File: src/rtl/daw_vga_pkg.sv
// Shared timing constants and the registered raster bundle for the VGA timing generator.
// Defaults describe 640x480@60 Hz with a 25 MHz pixel clock.
package daw_vga_pkg;

    localparam int COORD_W = 10;
    localparam int FC_W    = 16;

    localparam int H_ACTIVE_DEF = 640;
    localparam int H_FP_DEF     = 16;
    localparam int H_SYNC_DEF   = 96;
    localparam int H_BP_DEF     = 48;
    localparam int V_ACTIVE_DEF = 480;
    localparam int V_FP_DEF     = 10;
    localparam int V_SYNC_DEF   = 2;
    localparam int V_BP_DEF     = 33;

    function automatic int total_len(input int active, input int fp, input int sync, input int bp);
        return active + fp + sync + bp;
    endfunction

    function automatic int sync_start(input int active, input int fp);
        return active + fp;
    endfunction

    function automatic int sync_end(input int active, input int fp, input int sync);
        return active + fp + sync;
    endfunction

    localparam int H_TOTAL_DEF      = total_len(H_ACTIVE_DEF, H_FP_DEF, H_SYNC_DEF, H_BP_DEF);
    localparam int V_TOTAL_DEF      = total_len(V_ACTIVE_DEF, V_FP_DEF, V_SYNC_DEF, V_BP_DEF);
    localparam int H_SYNC_START_DEF = sync_start(H_ACTIVE_DEF, H_FP_DEF);
    localparam int H_SYNC_END_DEF   = sync_end(H_ACTIVE_DEF, H_FP_DEF, H_SYNC_DEF);
    localparam int V_SYNC_START_DEF = sync_start(V_ACTIVE_DEF, V_FP_DEF);
    localparam int V_SYNC_END_DEF   = sync_end(V_ACTIVE_DEF, V_FP_DEF, V_SYNC_DEF);

    typedef struct packed {
        logic [COORD_W-1:0] x;
        logic [COORD_W-1:0] y;
        logic               active;
        logic               hs;
        logic               vs;
        logic               line_start;
        logic               frame_start;
    } raster_t;

    localparam raster_t RASTER_RESET = '{
        x:           '0,
        y:           '0,
        active:      1'b0,
        hs:          1'b1,
        vs:          1'b1,
        line_start:  1'b0,
        frame_start: 1'b0
    };

endpackage

File: src/rtl/daw_vga_timing_counter.sv
// Modulo-N counter with synchronous clear and enable; wrap marks the terminal count.
// wrap is not gated by en so callers can chain it into the next counter's enable.
module daw_mod_counter #(
    parameter int MODULUS = 800,
    parameter int WIDTH   = 10
) (
    input  logic             clk,
    input  logic             clear,
    input  logic             en,
    output logic [WIDTH-1:0] count,
    output logic             wrap
);

    localparam logic [WIDTH-1:0] LAST = WIDTH'(MODULUS - 1);

    logic [WIDTH-1:0] count_reg;

    always_ff @(posedge clk) begin
        if (clear) begin
            count_reg <= '0;
        end else if (en) begin
            count_reg <= (count_reg == LAST) ? '0 : count_reg + WIDTH'(1);
        end
    end

    assign count = count_reg;
    assign wrap  = (count_reg == LAST);

endmodule

File: src/rtl/daw_vga_timing.sv
// VGA raster timing generator: counter stage followed by one registered decode stage,
// so every output reflects the counter pair from the previous enabled edge.
module daw_vga_timing
    import daw_vga_pkg::*;
#(
    parameter int H_ACTIVE = H_ACTIVE_DEF,
    parameter int H_FP     = H_FP_DEF,
    parameter int H_SYNC   = H_SYNC_DEF,
    parameter int H_BP     = H_BP_DEF,
    parameter int V_ACTIVE = V_ACTIVE_DEF,
    parameter int V_FP     = V_FP_DEF,
    parameter int V_SYNC   = V_SYNC_DEF,
    parameter int V_BP     = V_BP_DEF
) (
    input  logic               vga_clk,
    input  logic               rst,
    input  logic               pix_en,
    output logic [COORD_W-1:0] xPixel,
    output logic [COORD_W-1:0] yPixel,
    output logic               active_pixels,
    output logic               VGA_HS,
    output logic               VGA_VS,
    output logic               VGA_BLANK_N,
    output logic               VGA_SYNC_N,
    output logic               line_start,
    output logic               frame_start,
    output logic [FC_W-1:0]    frame_count
);

    localparam int H_TOTAL = total_len(H_ACTIVE, H_FP, H_SYNC, H_BP);
    localparam int V_TOTAL = total_len(V_ACTIVE, V_FP, V_SYNC, V_BP);

    localparam logic [COORD_W-1:0] H_ACT_C = COORD_W'(H_ACTIVE);
    localparam logic [COORD_W-1:0] V_ACT_C = COORD_W'(V_ACTIVE);
    localparam logic [COORD_W-1:0] H_SS_C  = COORD_W'(sync_start(H_ACTIVE, H_FP));
    localparam logic [COORD_W-1:0] H_SE_C  = COORD_W'(sync_end(H_ACTIVE, H_FP, H_SYNC));
    localparam logic [COORD_W-1:0] V_SS_C  = COORD_W'(sync_start(V_ACTIVE, V_FP));
    localparam logic [COORD_W-1:0] V_SE_C  = COORD_W'(sync_end(V_ACTIVE, V_FP, V_SYNC));

    logic [COORD_W-1:0] h_cnt;
    logic [COORD_W-1:0] v_cnt;
    logic               h_wrap;
    logic               v_wrap;
    logic               v_en;

    raster_t            raster_reg;
    raster_t            raster_next;
    logic [FC_W-1:0]    frame_count_reg;

    assign v_en = pix_en & h_wrap;

    daw_mod_counter #(
        .MODULUS(H_TOTAL),
        .WIDTH  (COORD_W)
    ) u_h_counter (
        .clk  (vga_clk),
        .clear(rst),
        .en   (pix_en),
        .count(h_cnt),
        .wrap (h_wrap)
    );

    daw_mod_counter #(
        .MODULUS(V_TOTAL),
        .WIDTH  (COORD_W)
    ) u_v_counter (
        .clk  (vga_clk),
        .clear(rst),
        .en   (v_en),
        .count(v_cnt),
        .wrap (v_wrap)
    );

    always_comb begin
        raster_next             = RASTER_RESET;
        raster_next.x           = h_cnt;
        raster_next.y           = v_cnt;
        raster_next.active      = (h_cnt < H_ACT_C) && (v_cnt < V_ACT_C);
        raster_next.hs          = !((h_cnt >= H_SS_C) && (h_cnt < H_SE_C));
        raster_next.vs          = !((v_cnt >= V_SS_C) && (v_cnt < V_SE_C));
        raster_next.line_start  = (h_cnt == '0);
        raster_next.frame_start = (h_cnt == '0) && (v_cnt == '0);
    end

    // Pulses are cleared on stalled cycles so a held pixel never repeats a strobe.
    always_ff @(posedge vga_clk) begin
        if (rst) begin
            raster_reg      <= RASTER_RESET;
            frame_count_reg <= '0;
        end else if (pix_en) begin
            raster_reg <= raster_next;
            if (h_wrap && v_wrap) begin
                frame_count_reg <= frame_count_reg + FC_W'(1);
            end
        end else begin
            raster_reg.line_start  <= 1'b0;
            raster_reg.frame_start <= 1'b0;
        end
    end

    assign xPixel        = raster_reg.x;
    assign yPixel        = raster_reg.y;
    assign active_pixels = raster_reg.active;
    assign VGA_BLANK_N   = raster_reg.active;
    assign VGA_HS        = raster_reg.hs;
    assign VGA_VS        = raster_reg.vs;
    assign VGA_SYNC_N    = 1'b0;
    assign line_start    = raster_reg.line_start;
    assign frame_start   = raster_reg.frame_start;
    assign frame_count   = frame_count_reg;

endmodule

File: config.mk
export PLATFORM = sky130hd
export DESIGN_NAME = daw_vga_timing
export DESIGN_NICKNAME = d
export VERILOG_FILES = /design/src/rtl/daw_vga_pkg.sv /design/src/rtl/daw_vga_timing_counter.sv /design/src/rtl/daw_vga_timing.sv
export SDC_FILE = /design/constraint.sdc
export NUM_CORES = 1
export LEC_CHECK = 0
export BUFFER_PORTS_ARGS = -buffer_cell sky130_fd_sc_hd__buf_2
export CORE_MARGIN = 2
export CORE_UTILIZATION = 51
export CTS_CLUSTER_SIZE = 14
export DETAILED_ROUTE_END_ITERATION = 16
export PLACE_DENSITY = 0.73
export SYNTH_ARGS = -nofsm -noshare
export SYNTH_HDL_FRONTEND = slang
export SYNTH_SLANG_ARGS = --single-unit
File: constraint.sdc
create_clock -name vga_clk -period 3.15 [get_ports vga_clk]
set_clock_uncertainty 0.1 [all_clocks]
set_input_delay 0.1575 -clock vga_clk [delete_from_list [all_inputs] [get_ports vga_clk]]
set_output_delay 0.1575 -clock vga_clk [all_outputs]
set_load 0.02 [all_outputs]
==> results of run 1 <==
-- how the worst max path moves through the flow --
| stage | cells after the start | from | to |
|---|---|---|---|
| 2_1_floorplan | 6 | u_v_counter.count[5] | frame_count[4] |
| 3_3_place_gp | 4 | u_h_counter.count[3] | frame_count[4] |
| 3_5_place_dp | 4 | u_h_counter.count[3] | frame_count[4] |
| 4_1_cts | 4 | u_h_counter.count[3] | frame_count[4] |
| 5_1_grt | 4 | u_h_counter.count[3] | frame_count[4] |
| 6_report | 4 | u_h_counter.count[3] | frame_count[4] |
-- area by class of cell --
type / count / share of cell area, %
multi-input combinational: 234 / 45.95
timing repair buffer: 47 / 7.379
inverter: 9 / 1.027
sequential: 61 / 37.12
clock buffer: 16 / 5.782
tap: 72 / 2.739
-- power groups by stage --
stage | registers (W) | clock network (W) | logic, W
after detailed placement | 0.000798 | 0 | 0.0000552
after CTS | 0.000781 | 0.000675 | 0.0000554
final | 0.000781 | 0.000660 | 0.0000548
after floorplan | 0.000802 | 0 | 0.0000407
after global placement | 0.000798 | 0 | 0.0000540
after global routing | 0.000781 | 0.000709 | 0.0000605
-- kinds of logic (layout without fill, tap and decap cells) --
family          Yosys count  after routing  share of synthesized area [%]
flops                    61             61                          41.67
compound gates           41             41                          8.284
other cells               1              1                         0.1280
buf+inv                  34             72                          6.746
simple gates            151            151                          28.95
mux                      25             25                          8.796
fa+ha+maj                 5              5                          2.135
xor+xnor                 11             11                          3.288
-- cells in the mapped netlist, drive strengths merged (6+ instances only) --
| library cell | number |
|---|---|
| or3 | 8 |
| o21ai | 9 |
| nand2 | 20 |
| nor3 | 11 |
| nor4 | 14 |
| buf | 11 |
| nor2 | 33 |
| inv | 9 |
| a21oi | 20 |
| dfxtp | 61 |
| nand3 | 15 |
| xor2 | 6 |
| mux2i | 19 |
| nand4 | 11 |
| o31ai | 6 |
| mux2 | 6 |
| or4 | 8 |
| clkbuf | 13 |
-- layer usage --
metal | track usage (%) | vias to the layer above | wire (µm)
met5 | 0 | - | 0
met4 | 8.644 | 0 | 84
met3 | 6.561 | 9 | 369
met2 | 34.37 | 68 | 3004
met1 | 27.03 | 1152 | 2919
li1 | - | 1256 | -
-- worst max-delay path: stages, from the launching register on --
cell and delay, ns:
dfxtp_1 0.48, or4bb_1 0.61, or3_4 0.49, or4_1 0.52, a21oi_1 0.14
-- per-stage QoR --
| stage | cell area [µm²] | cells | utilization [%] |
|---|---|---|---|
| floorplan | 2930 | 329 | - |
| global placement | 3099 | 423 | 55.94 |
| detailed placement | 3099 | 423 | 55.94 |
| CTS | 3289 | 439 | 59.37 |
| global route | 3289 | 439 | 59.37 |
| finish | 3289 | 439 | 59.37 |
==> results.md, run 1 <==
* Slew HR at a little under three fifths
* Setup slack after layout at 0.7509 ns
* WP data required at 3.31 ns
* Share of cells above drive strength 1 at 19.62%
* Die width at 79.80 µm
* Post-synth EDFFs at 0
* Top FF cell, synth: dfxtp_1
* I/O pin count at 46
* Reg-to-reg slack, setup at 0.75 ns
* Core ar. at around 0.0055 mm²
* Post-DP HPWL at 4411 µm
* Worst setup EP type: flip-flop
* Cell Int Power at 0.001168 W
* CTS clock-pin slew for the worst setup and hold paths at 0.06 ns
* Post-route ant nets at 0
* Global-route wire length before repair at 10710 µm
* Slew at the pin closest to its max-slew limit at between 0.6 and 0.7 ns
* # diodes at 0
* Area Overhead vs Synth at 12.25%
* Maxcap violations at 0
* Worst R2R Start: u_h_counter.count[3]
* H-tree depth at 3
* Part of the power in combinational logic at around 3.7%
* Post-Route WL at 6377 µm
* Fill cell count at about 500
* PwrDens at 454.7 mW/mm²
* R2r endpoint: frame_count[4]
* Iteration-0 DRC Markers at 149
* Ys Warns at 0
* # setup viols final at 0
* Synthesized instance count at 329
* Kind of critical path: flip-flop to flip-flop
* Vias per std cell at ~5.7
* Postcts setup bufs at 0
* Post-synth top area share at 41.67%
* Synth Cell Area at 0.002930 mm²
* Status: completed
* Seq pwr share at 52.2%
* Most frequent cells in the layout: dfxtp_1 (61), buf_2 (44), nor2_1 (33), nand2_1 (20), a21oi_1 (20)
* Initial Util at 52.89%
* I/O Buffers at between 40 and 50
* Row count at 27
* WHS at roughly 0.13 ns
* Hold path cells at 2
* Area leader, netlist: dfxtp_1
* Setup TNS at 0 ns
* Sw frac at between 20% and 30%
* Die area at between 0.006 and 0.007 mm²
* Hold_buf cts at 0
* All-Layer GR Usage at ~21%
* TritonCTS Buffers at 9
* Fin crit period at 2.399 ns
* Share of flip-flops with an asynchronous set or reset at 0%
* Seq. cell area at 0.001221 mm²
* CTS Buffer Depth at 2
* Drt pass-1 iters at 4
* Layout Nets at 370
* CP startpoint kind: flip-flop
* Fin. Hold Viols at 0
* DR WL/cell at roughly 15 µm
* CTS Sinks at 61
* Hold Crit Start: rst
* Clk pwr share at about 44%
* Gr ovfl total at 0
* Number of global-route vias before repair at 2288
* HP Class: primary input to flip-flop
* Latest clock arrival within the worst-skew pair at about 0.33 ns
* Fin. max-slew vios at 0
* Area of the multi-input gates at 0.001511 mm²
* Die Y at between 70 and 80 µm
* RD Place Congestion at 0.8084
* RSZ-0062 raised after global routing: false
* Sequential share of the synthesized area at 41.67%
* R2r worst-path depth at 4
* Max VDD drop at 0.0003132 V
* CTS tree: yes
* Crit path max fanout at 15
* Pwr Total at 0.001496 W
* Hold EP: xPixel[8]
* Via count at 2485
* Period utilization at about three quarters
* Net Switching at 0.0003273 W
* DRC viols at 0
* # resized after CTS at 0
* Clk Tree Root Cell: clkbuf_8
* Lkg Pwr at 1.301 nW
* Commonest non-fill, non-tap cell in the layout: dfxtp_1
* CP Data Arrival Time at between 2 and 3 ns
* Synth unique cells at 50
* #FFs+latches synth at 61
* Net count of the mapped netlist at 337
* Max Fclk at 416.8 MHz
* Pre-CTS setup slack at around 0.78 ns
* Largest net degree at the start of global routing at about 40
* Syn_area_per_cell at 8.907 µm²
* Largest register FFs at 16
* Dominant cells by area after synthesis: dfxtp_1 (42%), mux2i_1 (6.5%), nor2_1 (4.2%)
* Initial antenna violation count at 0
Power figures use the tool's default switching activity.
==> run 2, diff against run 1 <==
--- a/config.mk
+++ b/config.mk
@@ -10,7 +10,7 @@
 export CORE_UTILIZATION = 51
 export CTS_CLUSTER_SIZE = 14
 export DETAILED_ROUTE_END_ITERATION = 16
-export PLACE_DENSITY = 0.73
+export PLACE_DENSITY = 0.76
 export SYNTH_ARGS = -nofsm -noshare
 export SYNTH_HDL_FRONTEND = slang
 export SYNTH_SLANG_ARGS = --single-unit
==> constraint.sdc (replaced) <==
create_clock -name vga_clk -period 2 [get_ports vga_clk]
set_clock_uncertainty 0.1 [all_clocks]
set_input_delay 0.1 -clock vga_clk [delete_from_list [all_inputs] [get_ports vga_clk]]
set_output_delay 0.1 -clock vga_clk [all_outputs]
set_load 0.02 [all_outputs]
==> run 2 against run 1 <==
- the flow now finishes with violations (negative setup slack)
- combinational power increased by 86%
- cell count increased by 12%
- design area increased by 15%
- non-clock buffer count increased by 53
- clock power increased by 50%
==> results.md, run 2 (synthesis results as in run 1) <==
* PwrDens at approximately 620 mW/mm²
* Reg-to-reg slack, setup at -0.11 ns
* CP Data Arrival Time at between 2 and 2.5 ns
* R2r endpoint: frame_count[4]
* Placement Cell Area at 0.003456 mm²
* Worst R2R Start: u_v_counter.count[8]
* CP startpoint kind: flip-flop
* RSZ-0062 raised after global routing: true
* WP data required at 2.17 ns
* TritonCTS Buffers at 9
* Period utilization at 105.4%
* Fin. Hold Viols at 0
* I/O pin count at 46
* Layout Nets at about 420
* Vias per std cell at ~5.5
* Initial antenna violation count at 0
* Fin. max-slew vios at 0
* RD Place Congestion at between 0.8 and 0.9
* Die width at 79.80 µm
* Status: finished with violations
* I/O Buffers at 44
* Slowest cell delay on critical path at 0.54 ns
* CTS clock-pin slew for the worst setup and hold paths at 0.07 ns
* Most frequent cells in the layout: dfxtp_1 (55), buf_4 (55), buf_2 (44), nor2_1 (33)
* Setup TNS at -0.3452 ns
* # diodes at 0
* Via count at 2718
* Share of cells above drive strength 1 at 35.71%
* R2r worst-path depth at 4
* Core ar. at 0.005540 mm²
* Max VDD drop at 0.0005158 V
* Crit-path slowest cell: or4_4
* Setup slack after layout at -0.1071 ns
* Iteration-0 DRC Markers at 171
* Post-Route WL at 7259 µm
* Area Overhead vs Synth at 28.61%
* Grt met2 use at between 30% and 40%
* Most crowded layer after global routing: met2
* Drt pass-1 iters at 4
* Global-route wire length before repair at 11750 µm
* Hold EP: u_h_counter.count[2]
* Die area at 0.006368 mm²
* Fin crit period at 2.107 ns
* Row count at 27
* Latest clock arrival within the worst-skew pair at 0.35 ns
* Critical path startpoint: u_v_counter.count[8]
* Worst setup EP type: flip-flop
* All-Layer GR Usage at 23.72%
* Post-DP HPWL at between 4000 and 5000 µm
* Maxcap violations at 0
* Clk Tree Root Cell: clkbuf_8
* # setup viols final at 7
* CTS Sinks at 61
* Die Y at 79.80 µm
* Largest net degree at the start of global routing at 40
* H-tree depth at 3
* Grt met3 use at 5.090%
* Met1 Usage GRT at 30.33%
* DRC viols at 0
* Worst-path cell chain: or4_4 > or3_1 > or4_1 > a21oi_1
* Largest register FFs at 16
* Lkg Pwr at 1.593 nW
* CTS tree: yes
* Number of global-route vias before repair at around 2500
* Initial Util at 52.89%
* Hold Crit Start: pix_en
* Hold_buf cts at 0
* Kind of critical path: flip-flop to flip-flop
* CTS Buffer Depth at 2
* Hold path cells at 4
* Max Fclk at between 400 and 500 MHz
* Post-route ant nets at 0
* Failing checks: negative setup slack
* Fill cell count at approximately 470
* Crit path max fanout at 6
* DR WL/cell at 14.75 µm
* Final Cell Area at roughly 0.0038 mm²
* HP Class: primary input to flip-flop
* Gr ovfl total at 0
-- run 2: stage by stage --
| stage | worst slack [ns] | hold WS [ns] | cells | total power (W) | util, % |
|---|---|---|---|---|---|
| global route | -0.1718 | 0.1341 | 492 | 0.002402 | 68.02 |
| finish | -0.1071 | 0.09039 | 492 | 0.002321 | 68.02 |
| floorplan | -0.08251 | 0.1625 | 329 | 0.001327 | - |
| CTS | -0.08802 | 0.07199 | 485 | 0.002333 | 65.88 |
| global placement | -0.03350 | 0.3679 | 469 | 0.001352 | 62.38 |
| detailed placement | -0.06720 | 0.3805 | 469 | 0.001355 | 62.38 |
-- run 2: how the worst max path moves through the flow --
stage,endpoint,slack [ns],cells past startpoint
after floorplan,frame_count[4],-0.08,5
after detailed placement,frame_count[7],-0.07,4
after CTS,frame_count[7],-0.09,4
after global placement,frame_count[4],-0.03,4
final,frame_count[4],-0.11,4
after global routing,frame_count[4],-0.17,4
-- run 2: repair_timing --
| item | in CTS | in global routing |
|---|---|---|
| resized for setup | 3 | 18 |
| pin swaps | 0 | 7 |
| buffers inserted | 0 | 7 |
| endpoints found under the setup margin | 12 | 20 |
-- run 2: worst max-delay path, delay by kind of cell (launching register included) --
| family | cells | cell delay, ns |
|---|---|---|
| flip-flops | 1 | 0.32 |
| AND/OR/NAND/NOR | 3 | 1.46 |
| AO/OA/AOI/OAI | 1 | 0.15 |
-- run 2: layout make-up --
type | count | area [µm²] | area share (%)
inverters | 9 | 33.78 | 0.8964
well taps | 72 | 90.09 | 2.390
multi-input cells | 234 | 1602 | 42.50
clock buffers | 11 | 151.4 | 4.017
clock inverters | 5 | 25.02 | 0.6640
flip-flops and latches | 61 | 1229 | 32.60
repair buffers | 100 | 638.1 | 16.93
-- run 2: metal layers --
metal / wire length [µm] / up-vias
li1: - / 1357
met1: 3216 / 1260
met2: 3520 / 85
met3: 368 / 16
met4: 153 / 0
met5: 0 / -
-- run 2: power breakdown --
part	internal [W]	switching [W]
combinational	0.0000394	0.0000628
sequential	0.00122	0.00000429
clock	0.000506	0.000485
